$ cat src/rtl/sdram_bus_arbiter.sv
// sdram_bus_arbiter: owns the SDRAM command bus. Mirrors the init FSM until init
// completes, then grants the bus to one of NUM_CLIENTS requesters at a time and
// injects PRECHARGE-ALL + AUTO-REFRESH every REF_INTERVAL cycles.
module sdram_bus_arbiter #(
    parameter int unsigned NUM_CLIENTS  = 3,
    parameter int unsigned ADDR_W       = 12,
    parameter int unsigned BA_W         = 2,
    parameter int unsigned DQ_W         = 16,
    parameter int unsigned ARB_MODE     = 0,
    parameter int unsigned REF_INTERVAL = 1037,
    parameter int unsigned T_RP         = 3,
    parameter int unsigned T_RFC        = 9
) (
    input  logic                          clk_133,
    input  logic                          reset_n,
    input  logic                          init_done,
    input  logic [3:0]                    init_cmd,
    input  logic [ADDR_W-1:0]             init_addr,
    input  logic [BA_W-1:0]               init_ba,
    input  logic                          init_cke,
    input  logic [NUM_CLIENTS-1:0]        cl_req,
    output logic [NUM_CLIENTS-1:0]        cl_grant,
    input  logic [4*NUM_CLIENTS-1:0]      cl_cmd,
    input  logic [ADDR_W*NUM_CLIENTS-1:0] cl_addr,
    input  logic [BA_W*NUM_CLIENTS-1:0]   cl_ba,
    input  logic [DQ_W*NUM_CLIENTS-1:0]   cl_dq_out,
    input  logic [NUM_CLIENTS-1:0]        cl_dq_oe,
    output logic                          cs_n,
    output logic                          ras_n,
    output logic                          cas_n,
    output logic                          we_n,
    output logic [ADDR_W-1:0]             addr,
    output logic [BA_W-1:0]               ba,
    output logic                          cke,
    output logic [DQ_W-1:0]               dq_out,
    output logic                          dq_oe,
    output logic                          refresh_busy,
    output logic                          refresh_overrun
);

    localparam int unsigned IDX_W  = (NUM_CLIENTS > 1) ? $clog2(NUM_CLIENTS) : 1;
    localparam int unsigned REF_W  = (REF_INTERVAL > 1) ? $clog2(REF_INTERVAL) : 1;
    localparam int unsigned T_MAX  = (T_RP > T_RFC) ? T_RP : T_RFC;
    localparam int unsigned WAIT_W = (T_MAX > 1) ? $clog2(T_MAX) : 1;

    localparam logic [3:0] CMD_NOP = 4'b0111;
    localparam logic [3:0] CMD_PRE = 4'b0010;
    localparam logic [3:0] CMD_REF = 4'b0001;

    typedef enum logic [2:0] {
        ST_INIT,
        ST_IDLE,
        ST_GRANT,
        ST_REF_PRE,
        ST_REF_WAIT_RP,
        ST_REF_AR,
        ST_REF_WAIT_RFC
    } state_t;

    state_t                   state, state_nxt;
    logic [NUM_CLIENTS-1:0]   grant_nxt;
    logic [IDX_W-1:0]         grant_idx, grant_idx_nxt;
    logic [IDX_W-1:0]         rr_ptr, rr_ptr_nxt;
    logic [WAIT_W-1:0]        wait_cnt, wait_cnt_nxt;
    logic [REF_W-1:0]         ref_cnt, ref_cnt_nxt;
    logic                     refresh_due, refresh_due_nxt;
    logic                     overrun_nxt;
    logic                     due_clr;
    logic                     ref_wrap;
    logic                     win_found;
    logic [IDX_W-1:0]         win_idx;

    // Candidate client for search slot 'off': plain index, or rotated from rr_ptr.
    function automatic logic [IDX_W-1:0] cand_idx(input logic [IDX_W-1:0] ptr,
                                                  input int unsigned off);
        int unsigned sum;
        sum = off;
        if (ARB_MODE == 1) sum = 32'(ptr) + off;
        if (sum >= NUM_CLIENTS) sum = sum - NUM_CLIENTS;
        return IDX_W'(sum);
    endfunction

    // Winner search: scan from last to first slot so the first requesting slot wins.
    always_comb begin
        win_found = 1'b0;
        win_idx   = '0;
        for (int unsigned i = 0; i < NUM_CLIENTS; i++) begin
            if (cl_req[cand_idx(rr_ptr, NUM_CLIENTS - 1 - i)]) begin
                win_found = 1'b1;
                win_idx   = cand_idx(rr_ptr, NUM_CLIENTS - 1 - i);
            end
        end
    end

    // Next-state logic for bus ownership and the refresh sequence.
    always_comb begin
        state_nxt     = state;
        grant_nxt     = cl_grant;
        grant_idx_nxt = grant_idx;
        rr_ptr_nxt    = rr_ptr;
        wait_cnt_nxt  = wait_cnt;
        due_clr       = 1'b0;
        case (state)
            ST_INIT: begin
                if (init_done) state_nxt = ST_IDLE;
            end
            ST_IDLE: begin
                if (refresh_due) begin
                    state_nxt = ST_REF_PRE;
                end else if (win_found) begin
                    state_nxt     = ST_GRANT;
                    grant_nxt     = NUM_CLIENTS'(1) << win_idx;
                    grant_idx_nxt = win_idx;
                    if (ARB_MODE == 1)
                        rr_ptr_nxt = (win_idx == IDX_W'(NUM_CLIENTS - 1)) ? '0 : win_idx + 1'b1;
                end
            end
            ST_GRANT: begin
                if (!cl_req[grant_idx]) begin
                    state_nxt = ST_IDLE;
                    grant_nxt = '0;
                end
            end
            ST_REF_PRE: begin
                state_nxt    = ST_REF_WAIT_RP;
                wait_cnt_nxt = '0;
            end
            ST_REF_WAIT_RP: begin
                if (wait_cnt == WAIT_W'(T_RP - 1)) begin
                    state_nxt = ST_REF_AR;
                    due_clr   = 1'b1;
                end else begin
                    wait_cnt_nxt = wait_cnt + 1'b1;
                end
            end
            ST_REF_AR: begin
                state_nxt    = ST_REF_WAIT_RFC;
                wait_cnt_nxt = '0;
            end
            ST_REF_WAIT_RFC: begin
                if (wait_cnt == WAIT_W'(T_RFC - 1)) state_nxt = ST_IDLE;
                else                                wait_cnt_nxt = wait_cnt + 1'b1;
            end
            default: state_nxt = ST_INIT;
        endcase
    end

    // Refresh interval timer; a wrap while a refresh is still pending is an overrun.
    always_comb begin
        ref_cnt_nxt     = ref_cnt;
        refresh_due_nxt = refresh_due;
        overrun_nxt     = refresh_overrun;
        ref_wrap        = (state != ST_INIT) && (ref_cnt == REF_W'(REF_INTERVAL - 1));
        if (state != ST_INIT) ref_cnt_nxt = ref_wrap ? '0 : ref_cnt + 1'b1;
        if (ref_wrap) begin
            refresh_due_nxt = 1'b1;
            if (refresh_due) overrun_nxt = 1'b1;
        end else if (due_clr) begin
            refresh_due_nxt = 1'b0;
        end
    end

    // State and control registers.
    always_ff @(posedge clk_133 or negedge reset_n) begin
        if (!reset_n) begin
            state           <= ST_INIT;
            cl_grant        <= '0;
            grant_idx       <= '0;
            rr_ptr          <= '0;
            wait_cnt        <= '0;
            ref_cnt         <= '0;
            refresh_due     <= 1'b0;
            refresh_overrun <= 1'b0;
        end else begin
            state           <= state_nxt;
            cl_grant        <= grant_nxt;
            grant_idx       <= grant_idx_nxt;
            rr_ptr          <= rr_ptr_nxt;
            wait_cnt        <= wait_cnt_nxt;
            ref_cnt         <= ref_cnt_nxt;
            refresh_due     <= refresh_due_nxt;
            refresh_overrun <= overrun_nxt;
        end
    end

    // Pin mux driven from the registered state and owner index.
    always_comb begin
        {cs_n, ras_n, cas_n, we_n} = CMD_NOP;
        addr   = '0;
        ba     = '0;
        cke    = 1'b1;
        dq_out = '0;
        dq_oe  = 1'b0;
        case (state)
            ST_INIT: begin
                {cs_n, ras_n, cas_n, we_n} = init_cmd;
                addr = init_addr;
                ba   = init_ba;
                cke  = init_cke;
            end
            ST_GRANT: begin
                {cs_n, ras_n, cas_n, we_n} = cl_cmd[grant_idx*4 +: 4];
                addr   = cl_addr[grant_idx*ADDR_W +: ADDR_W];
                ba     = cl_ba[grant_idx*BA_W +: BA_W];
                dq_out = cl_dq_out[grant_idx*DQ_W +: DQ_W];
                dq_oe  = cl_dq_oe[grant_idx];
            end
            ST_REF_PRE: begin
                {cs_n, ras_n, cas_n, we_n} = CMD_PRE;
                addr[10] = 1'b1;
            end
            ST_REF_AR: begin
                {cs_n, ras_n, cas_n, we_n} = CMD_REF;
            end
            default: ;
        endcase
    end

    // Busy flag covers the whole precharge/refresh sequence.
    always_comb begin
        refresh_busy = (state == ST_REF_PRE) || (state == ST_REF_WAIT_RP) ||
                       (state == ST_REF_AR)  || (state == ST_REF_WAIT_RFC);
    end

endmodule

$ cat config.mk
export PLATFORM = sky130hd
export DESIGN_NAME = sdram_bus_arbiter
export DESIGN_NICKNAME = d
export VERILOG_FILES = /design/src/rtl/sdram_bus_arbiter.sv
export SDC_FILE = /design/constraint.sdc
export NUM_CORES = 1
export LEC_CHECK = 0
export CAP_MARGIN = 10
export CORE_MARGIN = 5
export CORE_UTILIZATION = 35
export CTS_CLUSTER_DIAMETER = 30
export DETAILED_ROUTE_END_ITERATION = 10
export GPL_TIMING_DRIVEN = 1
export PLACE_DENSITY = 0.88
export SKIP_LAST_GASP = 1
export SYNTH_ARGS = -nofsm -noshare
export SYNTH_HDL_FRONTEND = slang
export SYNTH_SLANG_ARGS = --single-unit
export TNS_END_PERCENT = 100
$ cat constraint.sdc
create_clock -name clk_133 -period 1.98 [get_ports clk_133]
set_input_delay 0.297 -clock clk_133 [delete_from_list [all_inputs] [get_ports clk_133]]
set_output_delay 0.297 -clock clk_133 [all_outputs]
set_load 0.05 [all_outputs]
Word-level counts from Yosys, hierarchy flattened
Index checks and enable logic that the tools add are counted.

cells by class
  reductions and logical operators = 15
  add/sub/neg operators = 2
  bitwise logic cells = 1
  $mul = 1
  equality and inequality tests = 18
  shift operators = 5
  $lt $le $gt $ge = 1
  muxes and demuxes = 40

operators by type and width
  operator                                                                number
  48-bit by 7-bit indexed part select with 16-bit output                  1
  36-bit by 7-bit indexed part select with 12-bit output                  1
  3-bit two-way mux                                                       9
  3-bit case mux with 7 select lines                                      1
  10-bit case mux with 2 select lines                                     1
  16-bit two-way mux                                                      1
  2-bit inequality test (second input constant)                           8
  1-bit case mux with 3 select lines                                      4
  4-bit case mux with 3 select lines                                      1
  12-bit by 5-bit indexed part select with 4-bit output                   1
  11-bit by 1-bit adder with 11-bit output (second input constant)        1
  11-bit equality test (second input constant)                            1
  1-bit two-way mux                                                       11
  11-bit two-way mux                                                      1
  3-bit equality test (second input constant)                             3
  4-bit two-way mux                                                       2
  3-bit by 2-bit equality test with 1-bit output (second input constant)  2
  2-bit two-way mux                                                       3
  3-bit case mux with 2 select lines                                      1
  3-bit AND reduction                                                     2
  3-bit nonzero test                                                      2
  6-bit by 4-bit indexed part select with 2-bit output                    1
  5-bit AND reduction                                                     1
  4-bit by 1-bit adder with 4-bit output (second input constant)          1
  18 further kinds                                                        23

storage, ports and cells
  logic and storage cells = 90
  register bits = 25

Depth between registers and ports, before layout
  depth after elaboration = 7
  mapped depth = 7
  mapped depth without buffers = 6

Worst setup path before layout
OpenSTA, ideal clock, no wires.

  kind = flip-flop to output port
  start point = register grant_idx[1]
  end point = output addr[0]
  data required time = 1.683 ns
  stages on the path, launching flop included = 6
  slack = -0.503 ns
  arrival time = 2.186 ns
  cell sequence = dfrtp_1 -> nor2b_1 -> clkbuf_1 -> clkbuf_1 -> a21oi_1 -> o21ai_0

on the way
  cells in the longest elaborated chain, start to end = 3

RTL lines
  item                                                    line  source
  start, declared                                         62    logic [IDX_W-1:0] grant_idx, grant_idx_nxt;
  start signal, assigned                                  177   grant_idx <= grant_idx_nxt;
  2-bit by 2-bit multiplier with 4-bit output             203   addr = cl_addr[grant_idx*ADDR_W +: ADDR_W];
  36-bit by 7-bit indexed part select with 12-bit output  203
  10-bit case mux with 2 select lines                     194   case (state)
  end, declared                                           32    output logic [ADDR_W-1:0] addr,

No other way between the ends.

Final worst setup path
  start point = register grant_idx[1]
  end point = output dq_out[14]

on the way
  cells in the longest elaborated chain, start to end = 2

RTL lines
  item                                                    line  source
  48-bit by 7-bit indexed part select with 16-bit output  205   dq_out = cl_dq_out[grant_idx*DQ_W +: DQ_W];
  16-bit two-way mux                                      194
  end, declared                                           35    output logic [DQ_W-1:0] dq_out,

No other way between the ends.

==> results.yml <==
routing:
  wl_per_cell_um: 20.69
  route.detailed.drc: 0
  post_drt_via_cell_ratio: 5.496
  first_pass_iters: 4
  dr.first_iter.drc_count: 184
  ant_nets: 0
  routed_wl_um: 11940
  vias: 3171
yosys:
  postSynthNetCount: 448
  ys_ff_latch: 25
  synth_flop_cell: "dfrtp_1"
  yosys_warnings: 0
  syn_area_um2: 2381
  yosysSeqAreaShare: 0.2627
  yosysTopAreaCellShare: 0.2627
  synth.distinct_cells: 48
  synthArstFlopShare: 1.000
  yosys-top-cells-area: "dfrtp_1 (26%), mux2i_1 (16%), nor2_1 (9.1%)"
  syn_inst: 313
  synth_edf_count: 0
  syn_area_per_cell_um2: 7.607
  synth_largest_area_cell: "dfrtp_1"
worst_setup_path:
  critical_path.max_stage_delay_ns: 0.41
  r2r_slack_ns: 0.02
  cp_num_cells: 7
  critical_path_buf_inv_count: 3
  endpoint: "dq_out[14]"
  arrival_ns: 1.90
  startpoint: "grant_idx[1]"
  start_kind: "register"
  worstPathCellList: "buf_8 > buf_6 > mux2i_1 > nor2_1 > a21oi_1 > nor2_2 > buf_12"
  worstSetupPathType: "register to output pin"
  critical-path-top-delay-family: "buffers and inverters"
  path_max_fanout: 13
  critPathRequiredTime_ns: 1.68
  endpoint_kind: "output pin"
  cp_slowest_cell: "dfrtp_2"
  reg2reg_depth: 6
  r2r-end: "wait_cnt[0]"
  reg2reg_from: "wait_cnt[0]"
sta:
  layout_min_cycle_time_ns: 2.196
  clock.fmax_ghz: 0.4554
  finalHoldViolations: 0
  setup-violations-final: 35
  fin_crit_sh: 1.109
  rsz0062_at_grt: "yes"
  slew_viol_final: 0
  tightestPinTransition_ns: 0.6359
  tns_ns: -3.117
  fin_skew_ns: 0.003874
  setup_ws_ns: -0.2161
  max_slew_margin: 0.5701
cts:
  cts_tree: "yes"
  cts_made_buffers: 3
  cts_htree_levels: 1
  clk_latency_ns: 0.27
  cts_buffer_depth: 2
  cts_sinks: 25
  root_buffer: "clkbuf_8"
  clk_pin_slew_worst_paths_ns: 0.09
global_routing:
  antenna_found_initial: 0
  grt_max_degree: 26
  grt_pass1_vias: 3191
  met1_usage: 0.2786
  grt-ovfl-total: 0
  met2_usage: 0.4350
  top_usage_layer: "met2"
  grtUsageTotal: 0.2387
  met3_usage: 0.04224
  grt_pass1_wl_um: 16330
placement:
  routabilityCongestion: 0.9385
  dpl_cell_area_um2: 4702
  dpl.hpwl_um: 8219
  dp_slack_ns: -0.1420
  numPortBuffers: 170
final_layout:
  antenna_cells: 0
  area_delta_synth_final_pct: 116.7
  final_common_cell: "clkdlybuf4s50_1"
  nNetsFinal: 633
  final_area_um2: 5160
  drive_gt1_frac: 0.2857
  final_cell_mix: "clkdlybuf4s50_1 (133), nor2_1 (40), buf_12 (39)"
die:
  die_y_um: 92.48
  core_area_um2: 6719
  initial_utilization: 0.3544
  die_area_um2: 8553
  rows: 30
  boundaryPins: 171
  die_x_um: 92.48
power_and_ir_drop:
  total_power_mw: 8.341
  leakagePower_nw: 2.151
  ir_drop_mv: 1.100
  power.density_nw_per_um2: 1617
outcome:
  status: "complete, but fails checks"
  violations: "negative setup slack"
worst_hold_path:
  hold_class: "input port to asynchronous set/reset pin"
flow_run:
  cap_violations: 0
==> metrics by stage <==
step	utilization	std cells	hold slack (ns)
after floorplan	-	313	0.001409
after global placement	0.6998	558	0.4393
after detailed placement	0.6998	558	0.4438
after CTS	0.7410	572	0.3837
after global routing	0.7680	577	0.4095
final	0.7680	577	0.3783
==> flip-flops by register name, summed over array words and instances (netlist names) <==
register	cells
refresh_overrun	1
cl_grant	3
ref_cnt	11
refresh_due	1
state	3
grant_idx	2
wait_cnt	4
==> worst min-delay path by stage <==
stage	from	to
2_1_floorplan	reset_n	cl_grant[0]
3_3_place_gp	refresh_overrun	refresh_overrun
3_5_place_dp	refresh_overrun	refresh_overrun
4_1_cts	reset_n	refresh_overrun
5_1_grt	reset_n	ref_cnt[5]
6_report	reset_n	state[0]
==> cell families after synthesis <==
kind of cell,count (synthesis),synth area share
muxes,40,0.1687
buffers and inverters,30,0.05885
adders and majority gates,5,0.02627
DFF,25,0.2627
and+or+nand+nor,122,0.2422
AOI/OAI and AO/OA,82,0.2081
xor gates and xnor gates,9,0.03310
==> report_power, final <==
part / total, mW / switching [mW] / leakage, nW / internal (mW)
combinational: 7.09 / 3.83 / 1.81 / 3.25
sequential: 0.941 / 0.240 / 0.320 / 0.701
clock: 0.314 / 0.172 / 0.0217 / 0.143
==> layer usage <==
metal  up-vias  share of wire
met5         -              0
met4         0          0.044
met3        36          0.062
met2       144           0.53
met1      1516           0.37
li1       1475              -
==> layout make-up <==
cell class                      instances  area [um2]
Tap cell                               80       100.1
Inverter                                7       26.28
Timing Repair Buffer                  203        2450
Clock buffer                            3       41.29
Multi-Input combinational cell        258        1904
Fill cell                             380        1559
Clock inverter                          1       7.507
Sequential cell                        25       630.6
==> what timing repair did <==
item / in CTS / in global routing
hold buffers: 0 / 0
buffers inserted: 7 / 4
resized for setup: 17 / 31
pin swaps: 7 / 14
endpoints found under the setup margin: 35 / 36
cloned: 3 / 1
==> Yosys cell counts, drive strengths merged, types with 4 or more instances <==
master	instances
a21oi	37
inv	7
nor2	58
nor4b	4
nand3	6
nand2	29
a21o	4
nand2b	4
ha	5
and3	4
a32o	4
mux2i	39
xor2	5
clkbuf	12
dfrtp	25
xnor2	4
buf	11
o21ai	21
==> worst register-to-register path: stages, from the launching register on <==
cell	delay (ns)
dfrtp_1	0.41
inv_1	0.15
ha_1	0.19
nor4b_1	0.54
nor2_1	0.20
a221oi_1	0.31
a21o_1	0.11
(Power assumes the default switching activity.)
